<file path="src/rtl/display_ctrl_if.sv">
// rtl/display_ctrl_if.sv - keycode/tick input and pose output bundle for display_ctrl
// master drives keycode and frame tick; slave (display_ctrl) returns the pose.
interface display_ctrl_if #(
   parameter int WI = 8,
   parameter int WF = 8
);
   logic                    frame_clk_rising_edge;
   logic [7:0]              keycode;
   logic [11:0]             alpha;
   logic [11:0]             beta;
   logic [11:0]             gamma;
   logic signed [WI+WF-1:0] x;
   logic signed [WI+WF-1:0] y;
   logic signed [WI+WF-1:0] z;

   modport master (
      output frame_clk_rising_edge, keycode,
      input  alpha, beta, gamma, x, y, z
   );

   modport slave (
      input  frame_clk_rising_edge, keycode,
      output alpha, beta, gamma, x, y, z
   );
endinterface

</file>
<file path="src/rtl/display_ctrl.sv">
// rtl/display_ctrl.sv - keyboard-driven pose integrator (angles with inertia, saturating position)
// Optional macro DISPLAY_DAMPING_EN: with no key held, angular velocity decays toward 0.
module display_ctrl #(
   parameter int WI   = 8,
   parameter int WF   = 8,
   parameter int VMAX = 16,
   parameter int ACC  = 1,
   parameter int STEP = 16,
   parameter int Z0   = 4 << WF
) (
   input  logic         Clk,
   input  logic         Reset,
   display_ctrl_if.slave bus
);
   localparam int W = WI + WF;
   localparam logic signed [11:0] TWO_PI = 12'sh648;
   localparam logic signed [11:0] VMAX_S = 12'(VMAX);
   localparam logic signed [11:0] ACC_S  = 12'(ACC);
   localparam logic signed [W:0]  STEP_S = (W+1)'(STEP);
   localparam logic signed [W:0]  P_MAX  = {2'b00, {(W-1){1'b1}}};
   localparam logic signed [W:0]  P_MIN  = {2'b11, {(W-1){1'b0}}};

   logic [11:0]        ang_q [3];
   logic [11:0]        ang_d [3];
   logic signed [11:0] vel_q [3];
   logic signed [11:0] vel_d [3];
   logic signed [W-1:0] pos_q [3];
   logic signed [W-1:0] pos_d [3];

   logic [2:0] rot_up, rot_dn, pos_up, pos_dn;

   function automatic logic signed [11:0] vel_next(input logic signed [11:0] v,
                                                  input logic u, input logic d);
      logic signed [11:0] r;
      r = v;
      if (u)
         r = (v + ACC_S > VMAX_S) ? VMAX_S : v + ACC_S;
      else if (d)
         r = (v - ACC_S < -VMAX_S) ? -VMAX_S : v - ACC_S;
`ifdef DISPLAY_DAMPING_EN
      else if (v > ACC_S)
         r = v - ACC_S;
      else if (v < -ACC_S)
         r = v + ACC_S;
      else
         r = '0;
`else
      else
         r = v;
`endif
      return r;
   endfunction

   // Angles stay in [0, 2*pi); |v| < 2*pi so a single correction is enough.
   function automatic logic [11:0] ang_next(input logic [11:0] a, input logic signed [11:0] v);
      logic signed [11:0] s;
      s = $signed(a) + v;
      if (s < 12'sd0)
         s = s + TWO_PI;
      else if (s >= TWO_PI)
         s = s - TWO_PI;
      return $unsigned(s);
   endfunction

   function automatic logic signed [W-1:0] pos_next(input logic signed [W-1:0] p,
                                                   input logic u, input logic d);
      logic signed [W:0] s;
      s = {p[W-1], p};
      if (u)
         s = s + STEP_S;
      else if (d)
         s = s - STEP_S;
      if (s > P_MAX)
         s = P_MAX;
      else if (s < P_MIN)
         s = P_MIN;
      return s[W-1:0];
   endfunction

   always_comb begin
      rot_up = '0;
      rot_dn = '0;
      pos_up = '0;
      pos_dn = '0;
      case (bus.keycode)
         8'h14:   rot_up[0] = 1'b1;
         8'h08:   rot_dn[0] = 1'b1;
         8'h1A:   rot_up[1] = 1'b1;
         8'h16:   rot_dn[1] = 1'b1;
         8'h04:   rot_up[2] = 1'b1;
         8'h07:   rot_dn[2] = 1'b1;
         8'h0F:   pos_up[0] = 1'b1;
         8'h0D:   pos_dn[0] = 1'b1;
         8'h18:   pos_up[1] = 1'b1;
         8'h12:   pos_dn[1] = 1'b1;
         8'h0C:   pos_up[2] = 1'b1;
         8'h0E:   pos_dn[2] = 1'b1;
         default: ;
      endcase
   end

   // Angle integrates the pre-update velocity, giving one tick of latency from key to motion.
   always_comb begin
      for (int i = 0; i < 3; i++) begin
         ang_d[i] = ang_q[i];
         vel_d[i] = vel_q[i];
         pos_d[i] = pos_q[i];
         if (bus.frame_clk_rising_edge) begin
            ang_d[i] = ang_next(ang_q[i], vel_q[i]);
            vel_d[i] = vel_next(vel_q[i], rot_up[i], rot_dn[i]);
            pos_d[i] = pos_next(pos_q[i], pos_up[i], pos_dn[i]);
         end
      end
   end

   always_ff @(posedge Clk or negedge Reset) begin
      if (!Reset) begin
         for (int i = 0; i < 3; i++) begin
            ang_q[i] <= '0;
            vel_q[i] <= '0;
         end
         pos_q[0] <= '0;
         pos_q[1] <= '0;
         pos_q[2] <= W'(Z0);
      end else begin
         for (int i = 0; i < 3; i++) begin
            ang_q[i] <= ang_d[i];
            vel_q[i] <= vel_d[i];
            pos_q[i] <= pos_d[i];
         end
      end
   end

   assign bus.alpha = ang_q[0];
   assign bus.beta  = ang_q[1];
   assign bus.gamma = ang_q[2];
   assign bus.x     = pos_q[0];
   assign bus.y     = pos_q[1];
   assign bus.z     = pos_q[2];
endmodule

</file>
<file path="src/flat_wrapper.sv">
// flat-port wrapper written by rule: the top's interface ports become plain ports
module display_ctrl_flat 
#(
   parameter int WI   = 8,
   parameter int WF   = 8,
   parameter int VMAX = 16,
   parameter int ACC  = 1,
   parameter int STEP = 16,
   parameter int Z0   = 4 << WF
)
  (Clk, Reset, bus_frame_clk_rising_edge, bus_keycode, bus_alpha, bus_beta, bus_gamma, bus_x, bus_y, bus_z);
  display_ctrl_if #(.WI(WI), .WF(WF)) bus_i ();
  input  logic Clk;
  input  logic Reset;
  input wire logic [$bits(bus_i.frame_clk_rising_edge)-1:0] bus_frame_clk_rising_edge;
  input wire logic [$bits(bus_i.keycode)-1:0] bus_keycode;
  output wire logic [$bits(bus_i.alpha)-1:0] bus_alpha;
  output wire logic [$bits(bus_i.beta)-1:0] bus_beta;
  output wire logic [$bits(bus_i.gamma)-1:0] bus_gamma;
  output wire logic [$bits(bus_i.x)-1:0] bus_x;
  output wire logic [$bits(bus_i.y)-1:0] bus_y;
  output wire logic [$bits(bus_i.z)-1:0] bus_z;
  assign bus_i.frame_clk_rising_edge = bus_frame_clk_rising_edge;
  assign bus_i.keycode = bus_keycode;
  assign bus_alpha = bus_i.alpha;
  assign bus_beta = bus_i.beta;
  assign bus_gamma = bus_i.gamma;
  assign bus_x = bus_i.x;
  assign bus_y = bus_i.y;
  assign bus_z = bus_i.z;
  display_ctrl #(.WI(WI), .WF(WF), .VMAX(VMAX), .ACC(ACC), .STEP(STEP), .Z0(Z0)) u_core (.Clk(Clk), .Reset(Reset), .bus(bus_i));
endmodule
</file>
<file path="config.mk">
export PLATFORM = sky130hd
export DESIGN_NAME = display_ctrl_flat
export DESIGN_NICKNAME = d
export VERILOG_FILES = /design/src/rtl/display_ctrl_if.sv /design/src/rtl/display_ctrl.sv /design/src/flat_wrapper.sv
export SDC_FILE = /design/constraint.sdc
export NUM_CORES = 1
export LEC_CHECK = 0
export BUFFER_PORTS_ARGS = -buffer_cell sky130_fd_sc_hd__buf_4
export CORE_MARGIN = 2
export CORE_UTILIZATION = 50
export CTS_CLUSTER_DIAMETER = 150
export DETAILED_ROUTE_END_ITERATION = 12
export PLACE_DENSITY = 0.77
export SYNTH_ARGS = -nofsm -noshare
export SYNTH_HDL_FRONTEND = slang
export SYNTH_SLANG_ARGS = --single-unit
</file>
<file path="constraint.sdc">
create_clock -name Clk -period 4.6 [get_ports Clk]
set_input_delay 0.23 -clock Clk [delete_from_list [all_inputs] [get_ports Clk]]
set_output_delay 0.23 -clock Clk [all_outputs]
set_load 0.01 [all_outputs]
</file>
==> metrics.md, run 1 <==
| Metric | Value |
|---|---|
| Status | `complete, no violations` |
| Final hold violations | `0` |
| Clock Tree Buf Depth | `2` |
| Gate power share | `60.0%` |
| Initial antenna violation count | `0` |
| Die height | `151 microns` |
| Max Clk Rate | `238 MHz` |
| Antenna Nets Post-Route | `0` |
| Pleak | `between 5 and 6 nW` |
| H-tree levels | `3` |
| DRT iter0 DRCs | `~800` |
| Via/cell ratio | `6.31` |
| Footprint of the multi-input gates | `roughly 0.0074 sq mm` |
| First-pass GRT wire length | `46600 microns` |
| Total gr overflow | `0` |
| Synth top area cells | `dfrtp_1, ha_1, a21oi_1` |
| WP data required | `4.85 ns` |
| RR Startpoint | `u_core.vel_q[13]` |
| Setup Fix Bufs, Post-CTS | `0` |
| Max_cap viols | `0` |
| Reg area | `0.00278 sq mm` |
| Worst R2R Setup Slack | `0.39 ns` |
| Hold-fix buffers, CTS | `0` |
| Seq pwr share | `26.7%` |
| Slew Limit Fails | `0` |
| Worst rel slew slack | `about 28%` |
| Mapped cell area | `0.0108 sq mm` |
| Post-synthesis register bit count | `111` |
| Vias after detailed routing | `10597` |
| Most frequent cells in the layout | `nor2_1, nand2_1, dfrtp_1` |
| Final wirelength | `27700 microns` |
| Depth of the worst register-to-register path | `14` |
| Synth Instances | `1385` |
| Fin area | `between 0.01 and 0.015 sq mm` |
| Ys async rst share | `100%` |
| Die width | `151 microns` |
| Die area | `0.0227 sq mm` |
| Clock-pin slew on the worst setup and hold paths | `0.08 ns` |
| R2R Path End | `u_core.vel_q[22]` |
| Site row count | `53` |
| Clock Sinks | `about 110` |
| Final RePlAce weighted congestion | `about 0.90` |
| Largest family of logic cells by synthesized area | `compound AO/OA/AOI/OAI gates` |
| Dpl cell area | `around 0.011 sq mm` |
| Sw Ratio | `between 40% and 50%` |
| Post-DR wirelength/cell | `16.5 microns` |
| Layout Nets | `1470` |
| Synth Area in Adders | `7.28%` |
| Post-synth EDFFs | `0` |
| Simple-gate share of the synthesized area | `between 20% and 30%` |
| Worst VDD drop | `between 500 and 600 uV` |
| CP arrival | `4.46 ns` |
| Ys Warns | `0` |
| PortBufs | `94` |
| Clk_skew | `0.00870 ns` |
| TritonCTS clock tree | `built` |
| Sequential area share after synthesis | `~26%` |
| Placeable Area | `0.0211 sq mm` |
| Vias in the first global route | `9545` |
| Power Dens Cells | `539 mW/mm^2` |
| Dpl hpwl | `roughly 20000 microns` |
| Crit end category | `register` |
| Number of diodes | `0` |
| Starting density of the core | `51.0%` |
| I/O Pins | `95` |
| TritonCTS Buffers | `9` |
| Compound-cell area share of the yosys netlist | `26.1%` |
| Syn_nets | `1456` |
| Setup TNS | `0 ns` |
| Final worst slack | `0.390 ns` |
| GRT Total Usage | `between 20 and 25%` |
| Largest net degree at the start of global routing | `74` |
| Worst-Margin Slew | `1.08 ns` |
| Clock power frac | `13.2%` |
| Net Switching | `2.97 mW` |
| Area Growth Syn to Fin | `9.02%` |
| Int Power | `3.35 mW` |
| Critical path peak fanout | `9` |
| Top FF cell, synth | `dfrtp_1` |
| Critical path type | `register to register` |
| Clk Latency, worst-skew pair | `0.37 ns` |
| Ratio of cells with drive above 1 in the final layout | `11.9%` |
| Final Cycle Share | `91.5%` |
| Post-route total power | `approximately 6.3 mW` |
| Final setup fails | `0` |
| Synth cell types | `85` |
| Dpl ws | `0.376 ns` |
| Synth Area in XOR/XNOR | `6.44%` |
| Commonest non-fill, non-tap cell in the layout | `nor2_1` |
| CTS root buffer | `clkbuf_16` |
| Mux cell area share after synthesis | `3.57%` |
| Worst hold path type | `primary input to asynchronous set/reset pin` |
| RSZ-0062 raised after global routing | `no` |
| Area share of the largest cell type after synthesis | `25.6%` |
| Area leader, netlist | `dfrtp_1` |
| Period minus WS final | `4.21 ns` |
| Remaining DRCs | `0` |
| Avg Cell Area, Syn | `7.77 sq um` |
| Filler Cell Count | `~2000` |
| Crit start category | `register` |
| Drt pass-1 iters | `6` |
## how the worst max path moves through the flow
| stage | startpoint | to | slack, ns | depth (start not counted) |
|---|---|---|---|---|
| final | u_core.vel_q[13] | u_core.vel_q[22] | 0.39 | 14 |
| after global routing | u_core.vel_q[13] | u_core.vel_q[17] | 0.09 | 14 |
| after CTS | u_core.vel_q[13] | u_core.vel_q[22] | 0.33 | 14 |
| after detailed placement | u_core.vel_q[13] | u_core.vel_q[22] | 0.38 | 14 |
| after global placement | u_core.vel_q[13] | u_core.vel_q[19] | 0.55 | 14 |
| after floorplan | u_core.vel_q[13] | u_core.vel_q[17] | 0.86 | 14 |
## what timing repair did
action | 4_1_cts | 5_1_grt
gates resized for setup | 0 | 1
endpoints found under the hold margin | 0 | 0
endpoints found under the setup margin | 0 | 2
## cells in the mapped netlist (all sizes together), types with 13 or more instances
cell and instances:
buf 23, mux2i 17, o22ai 21, dfrtp 110, a21o 26, and2 13
nand2 120, o31ai 16, or3 28, xnor2 48, nor3 51, xor2 29
mux2 19, a211oi 27, and3 26, ha 57, o211ai 13, nor4 17
clkbuf 71, nand4 27, nand3 61, nor2 135, a21oi 104, a31oi 25
inv 48, o21ai 71
## per-stage QoR
| step | hold WS (ns) | util, % | std cells |
|---|---|---|---|
| 2_1_floorplan | -0.0656 | - | 1385 |
| 3_5_place_dp | 0.453 | 54.2 | 1663 |
| 4_1_cts | 0.0533 | 55.6 | 1679 |
| 3_3_place_gp | 0.450 | 54.2 | 1663 |
| 5_1_grt | 0.110 | 55.6 | 1679 |
| 6_report | 0.0195 | 55.6 | 1679 |
## power groups by stage
| stage | Combinational, mW | Clock, mW | Sequential (mW) |
|---|---|---|---|
| after floorplan | 2.83 | 0 | 1.60 |
| after global placement | 3.66 | 0 | 1.70 |
| after detailed placement | 3.74 | 0 | 1.71 |
| after CTS | 3.77 | 0.855 | 1.69 |
| after global routing | 4.23 | 0.893 | 1.75 |
| final | 3.80 | 0.837 | 1.69 |
## flip-flops by register name, summed over array words and instances, names as in the netlist
register,flops
u_core.bus.x,13
u_core.bus.gamma,12
u_core.bus.z,13
u_core.bus.y,13
u_core.bus.alpha,12
u_core.vel_q,36
u_core.bus.beta,12
## final cells by class
cell class	count	area share, %
Multi-Input combinational cell	1131	63.1
Sequential cell	111	23.7
Timing Repair Buffer	97	6.21
Tap cell	275	2.93
Clock buffer	10	1.95
Inverter	49	1.57
Clock inverter	6	0.597
## metal layers
| metal | track usage [%] | up-vias | share of wire [%] |
|---|---|---|---|
| met4 | 6.96 | 0 | 1.7 |
| met3 | 3.24 | 45 | 5.6 |
| met1 | 34.4 | 5043 | 46 |
| met2 | 40.2 | 340 | 47 |
| li1 | - | 5169 | - |
| met5 | 0 | - | 0 |
## critical path, stage by stage (launching register included)
cell and delay (ns):
dfrtp_1 0.49, inv_1 0.13, ha_1 0.20, or3b_2 0.50, or4_1 0.49, nor4_1 0.26, xor2_1 0.22, nand2_1 0.07
or3_1 0.38, ha_1 0.35, a21oi_2 0.33, a21boi_0 0.28, o21ai_0 0.15, a21oi_1 0.17, a21oi_1 0.06
## cells by family after synthesis
| kind of cell | count (synthesis) |
|---|---|
| simple gates | 542 |
| mux | 36 |
| fa+ha+maj | 61 |
| buf+inv | 143 |
| compound gates | 415 |
| xor+xnor | 77 |
| flops | 111 |
Power figures use the tool's default switching activity.
==> inputs of run 2 (changes only) <==
- ABC_AREA: not set -> 0
- BUFFER_PORTS_ARGS: -buffer_cell sky130_fd_sc_hd__buf_4 -> -buffer_cell sky130_fd_sc_hd__buf_2
- TNS_END_PERCENT: not set -> 50
==> metrics.md, run 2 (synthesized netlist as in run 1, its figures left out) <==
| Metric | Value |
|---|---|
| Status | `complete, no violations` |
| Clock Tree Buf Depth | `2 (unchanged)` |
| Antenna Nets Post-Route | `0 (unchanged)` |
| GRT Total Usage | `24.6% (-0.081 points)` |
| DRT iter0 DRCs | `786 (-2.2%)` |
| Critical path peak fanout | `12 (+3)` |
| Commonest non-fill, non-tap cell in the layout | `nor2_1` |
| PortBufs | `94 (unchanged)` |
| Final Cycle Share | `93.3% (+1.7 points)` |
| R2R Path End | `u_core.vel_q[19]` |
| Vias after detailed routing | `10605 (+0.075%)` |
| Placeable Area | `0.0211 sq mm (unchanged)` |
| Critical Path Max Stage Delay | `0.62 ns (+0.12 ns)` |
| TritonCTS Buffers | `9 (unchanged)` |
| Clk_skew | `0.00872 ns (+0.0000239 ns)` |
| Initial antenna violation count | `0 (unchanged)` |
| Cell family with most CP delay | `simple AND/OR/NAND/NOR gates` |
| Final hold violations | `0 (unchanged)` |
| Clock Sinks | `111 (unchanged)` |
| CP Buf/Inv Count | `0 (-1)` |
| Vias in the first global route | `9450 (-1.0%)` |
| Largest Register | `u_core.vel_q` |
| Max reg flops | `36 (unchanged)` |
| Die height | `151 microns (unchanged)` |
| Crit end category | `register` |
| Worst-Margin Slew | `0.969 ns (-0.113 ns)` |
| Dpl hpwl | `19900 microns (+0.65%)` |
| Die width | `151 microns (unchanged)` |
| WP data required | `4.86 ns (about the same)` |
| PostCTS Resize Cnt | `0 (unchanged)` |
| Die area | `0.0227 sq mm (unchanged)` |
| Setup TNS | `0 ns (unchanged)` |
| Clock-pin slew on the worst setup and hold paths | `0.08 ns (about the same)` |
| Final wirelength | `27800 microns (+0.14%)` |
| Period minus WS final | `4.29 ns (+0.0801 ns)` |
| Max Clk Rate | `233 MHz (-1.9%)` |
| Number of diodes | `0 (unchanged)` |
| Max_cap viols | `0 (unchanged)` |
| Power Dens Cells | `537 mW/mm^2 (-0.45%)` |
| Ratio of cells with drive above 1 in the final layout | `11.9% (+0.046 points)` |
| TritonCTS clock tree | `built` |
| Post-DR wirelength/cell | `16.5 microns (about the same)` |
| Slew Limit Fails | `0 (unchanged)` |
| Critical path type | `register to register` |
| Worst R2R Setup Slack | `0.31 ns (-0.08 ns)` |
| Site row count | `53 (unchanged)` |
| Largest net degree at the start of global routing | `77 (+4.1%)` |
| Fin util | `54.7% (-0.94 points)` |
| Final setup fails | `0 (unchanged)` |
| Layout Nets | `1473 (+0.20%)` |
| Via/cell ratio | `6.30 (-0.10%)` |
| Pleak | `5.01 nW (-0.64%)` |
| Total gr overflow | `0 (unchanged)` |
| Most frequent cells in the layout | `nor2_1, nand2_1, dfrtp_1` |
| Worst VDD drop | `459 uV (-11%)` |
| Hold-fix buffers, CTS | `1 (+1)` |
| I/O Pins | `95 (unchanged)` |
| Worst hold path type | `primary input to asynchronous set/reset pin` |
| Setup Fix Bufs, Post-CTS | `0 (unchanged)` |
| Critical path, cell by cell | `nor4_1 -> nand2b_1 -> nor3_1 -> nand2_1 -> or2_2 -> nor2_1 -> xnor2_1 -> or3_1 -> ha_1 -> a21oi_1 -> o21ai_0 -> nor2_1 -> nor2_1 -> o22a_1` |
| Clk Latency, worst-skew pair | `0.37 ns (about the same)` |
| RR Startpoint | `u_core.vel_q[14]` |
| First-pass GRT wire length | `46400 microns (-0.40%)` |
| Drt pass-1 iters | `6 (unchanged)` |
| Depth of the worst register-to-register path | `14 (unchanged)` |
| CTS root buffer | `clkbuf_16` |
| Remaining DRCs | `0 (unchanged)` |
| Final RePlAce weighted congestion | `0.931 (+3.9%)` |
| Area Growth Syn to Fin | `7.17%` |
| RSZ-0062 raised after global routing | `no` |
| Worst rel slew slack | `35.1% (+7.5 points)` |
| Starting density of the core | `51.0% (unchanged)` |
| Filler Cell Count | `1976 (-1.3%)` |
| CP dominant cell by count | `nor2_1` |
| CP max stage cell | `nor4_1` |
| H-tree levels | `3 (unchanged)` |
| Crit start category | `register` |
| CP arrival | `4.55 ns (+0.09 ns)` |
-- run 2: final cells by class --
class / count / area, sq um / share of cell area, %
Clock buffer: 11 / 243 / 2.10
Sequential cell: 111 / 2780 / 24.1
Timing Repair Buffer: 100 / 523 / 4.53
Multi-Input combinational cell: 1131 / 7400 / 64.1
Tap cell: 275 / 344 / 2.98
Clock inverter: 5 / 66.3 / 0.575
Inverter: 49 / 184 / 1.59
-- run 2: per-layer routing --
metal  track usage [%]  wire (microns)
met5                 0               0
met4              5.89             359
met3              4.24            1660
met2              40.1           13000
met1              34.1           12700
-- run 2: worst max-delay path by stage --
| stage | from | end | slack (ns) | depth (start not counted) |
|---|---|---|---|---|
| 6_report | u_core.vel_q[14] | u_core.vel_q[19] | 0.31 | 14 |
| 5_1_grt | u_core.vel_q[13] | u_core.vel_q[19] | 0.05 | 14 |
| 4_1_cts | u_core.vel_q[13] | u_core.vel_q[17] | 0.40 | 14 |
| 3_5_place_dp | u_core.vel_q[13] | u_core.vel_q[17] | 0.40 | 14 |
| 3_3_place_gp | u_core.vel_q[13] | u_core.vel_q[22] | 0.56 | 14 |
| 2_1_floorplan | u_core.vel_q[13] | u_core.vel_q[17] | 0.86 | 14 |
-- run 2: metrics by stage --
step	instance area [sq um]	setup slack, ns	std cells	hold WS (ns)	power (mW)
5_1_grt	11500	0.0467	1682	0.464	6.74
4_1_cts	11500	0.398	1682	0.390	6.19
2_1_floorplan	10800	0.864	1385	-0.0656	4.43
3_3_place_gp	11200	0.560	1665	0.314	5.20
6_report	11500	0.309	1682	0.417	6.19
3_5_place_dp	11200	0.396	1665	0.313	5.30
-- run 2: where the power goes --
group / internal, mW / switching, mW / total (mW)
clock network: 0.445 / 0.408 / 0.853
registers: 1.24 / 0.426 / 1.67
logic: 1.54 / 2.12 / 3.67
